`src/rtl/pix_pkg.sv`:
```
// Shared PIX bus definitions: device ids, frame field layout and frame builder.
// Used by both the transmitter and the receiver.
package pix_pkg;

  localparam logic [2:0] DEV_RIA  = 3'd0;
  localparam logic [2:0] DEV_OPL  = 3'd2;
  localparam logic [2:0] DEV_IDLE = 3'd7;

  localparam int unsigned FRAME_W     = 32;
  localparam int unsigned DEV_MSB     = 31;
  localparam int unsigned DEV_LSB     = 29;
  localparam int unsigned FRAMING_BIT = 28;
  localparam int unsigned CH_MSB      = 27;
  localparam int unsigned CH_LSB      = 24;
  localparam int unsigned ADDR_MSB    = 23;
  localparam int unsigned ADDR_LSB    = 16;
  localparam int unsigned VAL_MSB     = 15;
  localparam int unsigned VAL_LSB     = 0;

  localparam logic [3:0] PIX_IDLE_NIBBLE = 4'hF;

  typedef enum logic [1:0] {StIdle, StLoad, StShift, StGap} pix_tx_state_e;

  function automatic logic [FRAME_W-1:0] pix_frame(input logic [2:0]  device,
                                                   input logic [3:0]  channel,
                                                   input logic [7:0]  addr,
                                                   input logic [15:0] value);
    logic [FRAME_W-1:0] w;
    w                     = '0;
    w[DEV_MSB:DEV_LSB]    = device;
    w[FRAMING_BIT]        = 1'b1;
    w[CH_MSB:CH_LSB]      = channel;
    w[ADDR_MSB:ADDR_LSB]  = addr;
    w[VAL_MSB:VAL_LSB]    = value;
    return w;
  endfunction

endpackage

```
`src/rtl/pix_tx_fifo.sv`:
```
// Request FIFO for the PIX transmitter. Storage is a flop array, so the head
// word is presented directly from registers without an extra read cycle.
module pix_tx_fifo #(
  parameter int unsigned FIFO_DEPTH = 16,
  parameter int unsigned WIDTH      = 32
) (
  input  logic                          clk,
  input  logic                          rst,
  input  logic                          push,
  input  logic [WIDTH-1:0]              wr_data,
  input  logic                          pop,
  output logic [WIDTH-1:0]              rd_data,
  output logic [$clog2(FIFO_DEPTH):0]   count,
  output logic                          full,
  output logic                          empty
);

  localparam int unsigned AW = $clog2(FIFO_DEPTH);

  logic [WIDTH-1:0] mem_q [FIFO_DEPTH];
  logic [AW-1:0]    wr_ptr_q, rd_ptr_q;
  logic [AW:0]      count_q;
  logic             push_ok, pop_ok;

  assign full    = (count_q == (AW+1)'(FIFO_DEPTH));
  assign empty   = (count_q == '0);
  assign push_ok = push && !full;
  assign pop_ok  = pop && !empty;
  assign count   = count_q;
  assign rd_data = mem_q[rd_ptr_q];

  always_ff @(posedge clk) begin
    if (rst) begin
      wr_ptr_q <= '0;
      rd_ptr_q <= '0;
      count_q  <= '0;
    end else begin
      if (push_ok) wr_ptr_q <= wr_ptr_q + 1'b1;
      if (pop_ok)  rd_ptr_q <= rd_ptr_q + 1'b1;
      if (push_ok && !pop_ok)      count_q <= count_q + 1'b1;
      else if (pop_ok && !push_ok) count_q <= count_q - 1'b1;
    end
  end

  always_ff @(posedge clk) begin
    if (push_ok) mem_q[wr_ptr_q] <= wr_data;
  end

endmodule

```
`src/rtl/pix_tx.sv`:
```
// PIX bus transmitter: buffers frame requests and serialises each 32-bit frame
// MSB nibble first on a 4-bit DDR link, generating phi2 at clk/4.
module pix_tx
  import pix_pkg::*;
#(
  parameter int unsigned FIFO_DEPTH = 16,
  parameter int unsigned MIN_GAP    = 2
) (
  input  logic        clk,
  input  logic        rst,
  input  logic        in_valid,
  output logic        in_ready,
  input  logic [2:0]  in_device,
  input  logic [3:0]  in_channel,
  input  logic [7:0]  in_addr,
  input  logic [15:0] in_value,
  output logic        phi2_out,
  output logic [3:0]  pix_out,
  output logic        busy,
  output logic [15:0] frames_sent
);

  localparam int unsigned CW = $clog2(FIFO_DEPTH) + 1;
  localparam int unsigned GW = $clog2(MIN_GAP + 1);

  pix_tx_state_e state_q, state_d;
  logic [1:0]    ph_q;
  logic          phi2_q;
  logic [3:0]    pix_q, pix_d;
  logic [31:0]   sreg_q, sreg_d;
  logic [2:0]    nib_q, nib_d;
  logic [GW-1:0] gap_q, gap_d;
  logic [15:0]   frames_q, frames_d;

  logic          fifo_push, fifo_pop, fifo_full, fifo_empty;
  logic [31:0]   fifo_head;
  logic [CW-1:0] fifo_count;
  logic          slot;

  assign in_ready  = !fifo_full;
  assign fifo_push = in_valid && in_ready;

  pix_tx_fifo #(
    .FIFO_DEPTH (FIFO_DEPTH),
    .WIDTH      (32)
  ) u_fifo (
    .clk     (clk),
    .rst     (rst),
    .push    (fifo_push),
    .wr_data (pix_frame(in_device, in_channel, in_addr, in_value)),
    .pop     (fifo_pop),
    .rd_data (fifo_head),
    .count   (fifo_count),
    .full    (fifo_full),
    .empty   (fifo_empty)
  );

  // Slot edges: leaving ph2 (nibble enters ph3) and leaving ph0 (enters ph1).
  assign slot = (ph_q == 2'd2) || (ph_q == 2'd0);

  always_comb begin
    state_d  = state_q;
    pix_d    = pix_q;
    sreg_d   = sreg_q;
    nib_d    = nib_q;
    gap_d    = gap_q;
    frames_d = frames_q;
    fifo_pop = 1'b0;
    unique case (state_q)
      StIdle: begin
        if (!fifo_empty && gap_q == '0 && ph_q == 2'd2) begin
          fifo_pop = 1'b1;
          pix_d    = fifo_head[31:28];
          sreg_d   = {fifo_head[27:0], PIX_IDLE_NIBBLE};
          nib_d    = 3'd1;
          state_d  = StLoad;
        end
      end
      StLoad: state_d = StShift;
      StShift: begin
        if (slot) begin
          pix_d  = sreg_q[31:28];
          sreg_d = {sreg_q[27:0], PIX_IDLE_NIBBLE};
          nib_d  = nib_q + 3'd1;
          if (nib_q == 3'd7) begin
            frames_d = frames_q + 16'd1;
            gap_d    = GW'(MIN_GAP);
            state_d  = StGap;
          end
        end
      end
      StGap: begin
        if (slot) begin
          pix_d = PIX_IDLE_NIBBLE;
          gap_d = gap_q - 1'b1;
          if (gap_q == GW'(1)) state_d = StIdle;
        end
      end
      default: state_d = StIdle;
    endcase
  end

  always_ff @(posedge clk) begin
    if (rst) begin
      state_q  <= StIdle;
      ph_q     <= 2'd0;
      phi2_q   <= 1'b0;
      pix_q    <= PIX_IDLE_NIBBLE;
      sreg_q   <= '0;
      nib_q    <= 3'd0;
      gap_q    <= '0;
      frames_q <= 16'd0;
    end else begin
      state_q  <= state_d;
      ph_q     <= ph_q + 2'd1;
      // phi2 is high while the phase being entered is 2 or 3.
      phi2_q   <= (ph_q == 2'd1) || (ph_q == 2'd2);
      pix_q    <= pix_d;
      sreg_q   <= sreg_d;
      nib_q    <= nib_d;
      gap_q    <= gap_d;
      frames_q <= frames_d;
    end
  end

  assign phi2_out    = phi2_q;
  assign pix_out     = pix_q;
  assign frames_sent = frames_q;
  assign busy        = (fifo_count != '0) || (state_q != StIdle) || (gap_q != '0);

endmodule

```
`config.mk`:
```
export PLATFORM = sky130hd
export DESIGN_NAME = pix_tx
export DESIGN_NICKNAME = d
export VERILOG_FILES = /design/src/rtl/pix_pkg.sv /design/src/rtl/pix_tx_fifo.sv /design/src/rtl/pix_tx.sv
export SDC_FILE = /design/constraint.sdc
export NUM_CORES = 1
export LEC_CHECK = 0
export CAP_MARGIN = 10
export CORE_MARGIN = 4
export CORE_UTILIZATION = 40
export CTS_CLUSTER_DIAMETER = 120
export CTS_CLUSTER_SIZE = 16
export DETAILED_ROUTE_END_ITERATION = 16
export GPL_TIMING_DRIVEN = 0
export PLACE_DENSITY_LB_ADDON = 0.3
export REMOVE_ABC_BUFFERS = 1
export SYNTH_ARGS = -nofsm -noshare
export SYNTH_HDL_FRONTEND = slang
export SYNTH_HIERARCHICAL = 1
export SYNTH_SLANG_ARGS = --single-unit
```
`constraint.sdc`:
```
create_clock -name clk -period 4.9 [get_ports clk]
set_clock_uncertainty 0.2 [all_clocks]
set_input_delay 0.98 -clock clk [delete_from_list [all_inputs] [get_ports clk]]
set_output_delay 0.98 -clock clk [all_outputs]
set_load 0.03 [all_outputs]
```
==> summary.md, run 1 <==
| Metric | Value |
|---|---|
| Outcome | `finished clean` |
| Final count of pins violating max slew | `0` |
| CTS Root Cell | `clkbuf_16` |
| Num ports | `57` |
| R2R depth | `11` |
| Most frequent cells in the layout | `edfxtp_1 (512), mux4_2 (128), dfxtp_1 (73), a22oi_1 (64), clkdlybuf4s50_1 (55)` |
| Total CTS buffers | `42` |
| Worst-margin pin slew | `around 1.0 ns` |
| Gate power share | `roughly 17%` |
| Critical Path RT | `roughly 3.7 ns` |
| Total wire length | `about 50000 um` |
| Switching fraction of total power | `25.8%` |
| Startpoint type of the worst setup path | `flip-flop` |
| CP Cell Sequence | `or4_1, nor2_1, inv_1, clkdlybuf4s50_1` |
| Hold path endpoint | `ph_q[0]$_SDFF_PP0_` |
| Peak VDD IR | `239 uV` |
| FF+latch count, synth | `~590` |
| Achievable Freq | `approximately 270 MHz` |
| Share of cells above drive strength 1 | `roughly a fifth` |
| CTS tree | `done` |
| Max cap viols | `0` |
| Dpl hpwl | `29400 um` |
| Ys flop type | `edfxtp_1` |
| Pleak | `around 8.1 nW` |
| Commonest non-fill, non-tap cell in the layout | `edfxtp_1` |
| Inst Count DP | `between 2000 and 2500` |
| Synth Area in Adders | `~1.2%` |
| # setup viols final | `0` |
| Starting Density | `between 40% and 50%` |
| Die Wd | `approximately 250 um` |
| Post CTS Setup Buffer Count | `0` |
| Register area share after synthesis | `73.5%` |
| Die H | `roughly 250 um` |
| Setup CP Type | `reg2out` |
| Layout Cells excl Fill | `2075` |
| Post-synth EDFFs | `a little over 500` |
| Slowest CP cell | `or4_1` |
| Clk_lat worst skew | `0.58 ns` |
| Worst-path fanout max | `8` |
| FF-to-FF End | `u_fifo/count[4]$_SDFFE_PP0P_` |
| Largest family of logic cells by synthesized area | `multiplexers` |
| WL per Instance | `23.9 um` |
| Die area | `around 61000 um^2` |
| Nets | `approximately 1300` |
| Final worst path period share | `75.9%` |
| Fin crit period | `approximately 3.7 ns` |
| Hold-fix buffers at CTS | `0` |
| Drt via density | `between 5 and 6` |
| Netlist Area Pre-Place | `approximately 23000 um^2` |
| Unrepaired setup endpoints after global routing | `false` |
| Post-synthesis compound-gate area fraction | `under 10%` |
| Drt initial violations | `approximately 1100` |
| Worst setup margin | `1.18 ns` |
| Synthesis-to-layout area growth | `14.4%` |
| Crit path max-delay family | `simple AND/OR/NAND/NOR gates` |
| Num Clock Sinks | `about 590` |
| Internal power consumption | `slightly above 8 mW` |
| Fin Hold WS | `around 0.23 ns` |
| CORE AREA | `~57000 um^2` |
| Global-route wire length before repair | `around 75000 um` |
| CTS HTree Levels | `2` |
| Post-DRT Antenna Nets | `0` |
| Hold crit path type | `reg2reg` |
| Hold Fails Final Rpt | `0` |
| Drt first pass iters | `6` |
| DRC | `0` |
| Hold Path Depth | `1` |
| I/O Buffers | `56` |
| Total Routing Usage GR | `between 10% and 20%` |
| Resized cells post-CTS | `0` |
| Crit path largest cell delay | `approximately 0.72 ns` |
| RR Startpoint | `u_fifo/count[0]$_SDFFE_PP0P_` |
| Post-synthesis cell count | `1212` |
| XOR/XNOR Fraction of Synth Area | `0.687%` |
| Worst setup EP type | `output pin` |
| Hold path start | `ph_q[0]$_SDFF_PP0_` |
| PwrDens | `around 420 nW/um^2` |
| Seq pwr share | `53.4%` |
| Clock power frac | `between 20% and 30%` |
| Routability Congestion | `0.719` |
| Row count | `87` |
| Final Util | `a little under half` |
| GRT Residual Overflow | `0` |
| Number of global-route vias before repair | `~12000` |
| Crit path buf inv count | `2` |
| Post-synth ARST share | `0%` |
| Synth warnings | `6` |
| Synth Area in Simple Gates | `3.22%` |
| Post-Syn Area per Cell | `18.9 um^2` |
| Pin count of the biggest net entering global routing | `between 60 and 70` |
| Mux share of post-synthesis cell area | `14.0%` |
| NetSw | `between 2 and 3 mW` |
| Critical path arrival | `2.54 ns` |
| CTS max path bufs | `3` |
| DP Worst Slack | `between 0.9 and 1 ns` |
| DR vias | `11600` |
| R2R Setup Slk | `about 1.4 ns` |
| CTS clk-pin slew, worst paths | `approximately 0.080 ns` |
| Max-Slew Margin vs Limit | `a little under a third` |
| Initial antenna violation count | `2` |
| Synth unique cells | `51` |
-- cell type report --
class	instances	area, um^2
clock buffer	70	1220
multi-input combinational	544	5880
tap	756	946
timing repair buffer	97	1260
fill	4753	30300
antenna	1	2.50
clock inverter	1	7.51
inverter	19	71.3
sequential	587	16900
-- state kept, by name, summed over array words and instances (netlist names), named ones only --
register / count
nib_q: 3
state_q: 2
u_fifo/count: 5
sreg_q: 29
pix_out: 4
u_fifo/mem_q: 512
gap_q: 2
frames_sent: 16
ph_q: 2
u_fifo/wr_ptr_q: 4
u_fifo/rd_ptr_q: 4
-- synth_stat cells (19+ instances only) --
master	instances	area [um^2]
edfxtp_1	512	15400
ha_1	21	263
mux4_2	128	2880
nor2_1	52	195
dfxtp_1	75	1500
inv_1	19	71.3
a22oi_1	64	480
nand2_1	46	173
mux2i_1	33	330
o31ai_1	30	225
o311ai_0	28	245
clkbuf_1	55	206
-- per-stage QoR --
| step | cell area, um^2 | total power, mW | setup TNS [ns] |
|---|---|---|---|
| 2_1_floorplan | 22700 | 7.21 | -59.95 |
| 3_3_place_gp | 24200 | 7.82 | -1000.39 |
| 3_5_place_dp | 25000 | 7.87 | 0 |
| 4_1_cts | 26300 | 11.2 | 0 |
| 5_1_grt | 26300 | 11.6 | 0 |
| 6_report | 26300 | 11.1 | 0 |
-- cells by family (layout without fill, tap and decap cells) --
family	count (synthesis)	in the layout
simple gates	157	157
other cells	1	17
buf+inv	96	187
fa+ha+maj	22	22
compound gates	169	169
mux	162	162
flops	587	587
xor+xnor	18	18
-- how the worst max path moves through the flow --
stage	start	end	slack (ns)	cells past startpoint
floorplan	flip-flop	pix_out[0]$_SDFFE_PP1P_	-2.08	6
global placement	flip-flop	pix_out[2]$_SDFFE_PP1P_	-4.82	6
detailed placement	in_valid	u_fifo/mem_q[2][21]$_DFFE_PP_	0.93	7
CTS	u_fifo/count[0]$_SDFFE_PP0P_	in_ready	1.13	4
global route	u_fifo/count[0]$_SDFFE_PP0P_	in_ready	1.07	4
finish	u_fifo/count[0]$_SDFFE_PP0P_	in_ready	1.18	4
-- per-layer routing --
| layer | wire length (um) | share of wire (%) | vias up | track usage [%] |
|---|---|---|---|---|
| li1 | - | - | 5097 | - |
| met5 | 13 | 0.026 | - | 0 |
| met3 | 2810 | 5.7 | 63 | 2.68 |
| met1 | 22700 | 46 | 6140 | 24.1 |
| met4 | 1010 | 2.0 | 2 | 4.36 |
| met2 | 23100 | 47 | 315 | 25.5 |
-- worst register-to-register path: stages (launching register included) --
cell and delay (ns):
dfxtp_1 0.37, or4_1 0.72, nor2_1 0.22, nor2b_1 0.14
o21a_1 0.22, ha_1 0.25, inv_1 0.15, ha_1 0.30
a21oi_1 0.20, a211oi_1 0.10, a31oi_1 0.19, mux2_2 0.35
-- power by group through the flow --
stage                     clock network, mW  registers, mW  logic [mW]
after floorplan                           0           6.07        1.14
after global placement                    0           6.12        1.69
after detailed placement                  0           6.02        1.85
after CTS                              3.41           5.91        1.86
after global routing                   3.61           5.93        2.01
final                                  3.31           5.90        1.84
(Power assumes the default switching activity.)
==> run 2: changes to the inputs <==
==> constraint.sdc (replaced) <==
create_clock -name clk -period 3 [get_ports clk]
set_clock_uncertainty 0.2 [all_clocks]
set_input_delay 0.6 -clock clk [delete_from_list [all_inputs] [get_ports clk]]
set_output_delay 0.6 -clock clk [all_outputs]
set_load 0.03 [all_outputs]
==> run 2 against run 1 <==
Compared with the run above:
- die area did not move
- critical path depth rose by 6
- first-iteration DRC count fell by 7.2%
- final area rose by 1.1%
- non-clock buffer count rose by 17
- sequential power rose by 63%
- clock power rose by 63%
- flip-flop and latch count did not move
- setup slack got worse by 1.1 ns
- register-to-register slack got worse by 1.3 ns
- power rose by 65%
- critical path type is now reg2reg
- critical endpoint is now u_fifo/count[4]$_SDFFE_PP0P_
==> summary.md, run 2 (synthesized netlist as in run 1, its figures left out) <==
| Metric | Value |
|---|---|
| Peak VDD IR | `slightly below 400 uV` |
| Total Routing Usage GR | `16.5%` |
| Fin crit period | `2.95 ns` |
| DRC | `0` |
| Post-route cell area | `between 20000 and 30000 um^2` |
| Drt via density | `roughly 5.6` |
| CTS clk-pin slew, worst paths | `roughly 0.08 ns` |
| Max cap viols | `0` |
| Routability Congestion | `between 0.7 and 0.8` |
| Startpoint type of the worst setup path | `flip-flop` |
| Pin count of the biggest net entering global routing | `61` |
| Clk_lat worst skew | `a little under 0.6 ns` |
| Commonest non-fill, non-tap cell in the layout | `edfxtp_1` |
| Most frequent cells in the layout | `edfxtp_1 (512), mux4_2 (128), dfxtp_1 (72), a22oi_1 (64), clkdlybuf4s50_1 (53)` |
| Critical path arrival | `between 3 and 4 ns` |
| CORE AREA | `roughly 57000 um^2` |
| CTS max path bufs | `3` |
| Hold-fix buffers at CTS | `0` |
| Nets | `1364` |
| Synthesis-to-layout area growth | `15.7%` |
| FF+latch area | `16900 um^2` |
| GRT Residual Overflow | `0` |
| Crit path largest cell delay | `about 0.57 ns` |
| Starting Density | `about two fifths` |
| WL per Instance | `between 20 and 25 um` |
| Worst-margin pin slew | `between 1 and 1.5 ns` |
| Placement-stage cell area | `about 25000 um^2` |
| Drt initial violations | `1025` |
| Total wire length | `slightly above 50000 um` |
| Crit path max-delay family | `compound AO/OA/AOI/OAI gates` |
| Worst setup EP type | `flip-flop` |
| Num Clock Sinks | `587` |
| Crit path buf inv count | `2` |
| Num ports | `57` |
| Total CTS buffers | `42` |
| Pleak | `around 8.2 nW` |
| Share of cells above drive strength 1 | `between 20% and 30%` |
| Max-Slew Margin vs Limit | `between 30% and 40%` |
| CTS tree | `done` |
| Post-DRT Antenna Nets | `0` |
| Drt first pass iters | `5` |
| Hold Fails Final Rpt | `0` |
| Dpl hpwl | `approximately 29000 um` |
| # setup viols final | `0` |
| Critical Path RT | `around 3.3 ns` |
| Setup CP Type | `reg2reg` |
| Number of global-route vias before repair | `11800` |
| Max reg flops | `~510` |
| Filler cells | `4707` |
| I/O Buffers | `between 50 and 60` |
| PwrDens | `approximately 690 nW/um^2` |
| Achievable Freq | `approximately 340 MHz` |
| Final worst path period share | `a little over nine tenths` |
| Die H | `between 200 and 250 um` |
| Global-route wire length before repair | `roughly 75000 um` |
| CP Cell Sequence | `or4_4, buf_4, o21a_2, ha_2, inv_4, ha_4, a21oi_2, a211oi_1, a31oi_1, mux2_2` |
| Final count of pins violating max slew | `0` |
| CTS HTree Levels | `2` |
| DR vias | `around 12000` |
| Biggest register | `u_fifo/mem_q` |
| Power Total | `roughly 18 mW` |
| Row count | `87` |
| Worst-path fanout max | `6` |
| Initial antenna violation count | `2` |
| Die Wd | `about 250 um` |
| Hold crit path type | `reg2reg` |
| Outcome | `finished clean` |
| Multi-input logic area | `between 5000 and 6000 um^2` |
| Unrepaired setup endpoints after global routing | `true` |
| Die area | `~61000 um^2` |
| Slowest CP cell | `or4_4` |
| CTS Root Cell | `clkbuf_16` |
## run 2: stage by stage
stage | hold slack, ns | util (%) | setup slack, ns | setup TNS, ns | instances
floorplan | 0.188 | - | -3.98 | -377.97 | 1150
global placement | 0.200 | 42.7 | -6.72 | -1873.96 | 1962
detailed placement | 0.213 | 44.2 | -0.590 | -152.39 | 2003
CTS | 0.229 | 46.6 | 0.0124 | 0 | 2081
global route | 0.252 | 46.9 | -0.121 | -0.223 | 2091
finish | 0.228 | 46.9 | 0.0469 | 0 | 2092
## run 2: worst paths after layout
| kind | depth (start not counted) | slack (ns) | startpoint | to |
|---|---|---|---|---|
| hold / removal | 1 | 0.23 | ph_q[0]$_SDFF_PP0_ | ph_q[0]$_SDFF_PP0_ |
| setup / recovery | 10 | 0.05 | u_fifo/count[1]$_SDFFE_PP0P_ | u_fifo/count[4]$_SDFFE_PP0P_ |
| setup reg to reg | 10 | 0.05 | u_fifo/count[1]$_SDFFE_PP0P_ | u_fifo/count[4]$_SDFFE_PP0P_ |
| hold reg to reg | 1 | 0.23 | ph_q[0]$_SDFF_PP0_ | ph_q[0]$_SDFF_PP0_ |
## run 2: timing repair
action                     CTS  global route
hold endpoints to repair     0             0
buffers inserted             7             9
setup endpoints to repair  397           130
gates cloned                 0             1
pin swaps                    2             8
resized for setup           15             6
## run 2: power breakdown
group	total, mW	switching, mW	internal (mW)
Combinational	3.23	1.88	1.35
Sequential	9.61	0.224	9.38
Clock	5.41	2.64	2.77
Total	18.2	4.74	13.5
## run 2: cell type report
| class | instances | area share (%) |
|---|---|---|
| diodes | 1 | 0.00942 |
| clock buffers | 70 | 4.59 |
| clock inverters | 1 | 0.0282 |
| inverters | 19 | 0.278 |
| multi-input cells | 544 | 22.4 |
| flip-flops and latches | 587 | 63.5 |
| well taps | 756 | 3.56 |
| repair buffers | 114 | 5.62 |
## run 2: routing by layer
metal | vias up | routed length [um] | GRT usage [%]
li1 | 5127 | - | -
met1 | 6149 | 23000 | 24.2
met2 | 311 | 23600 | 25.8
met3 | 62 | 2950 | 2.77
met4 | 2 | 911 | 4.53
met5 | - | 13 | 0
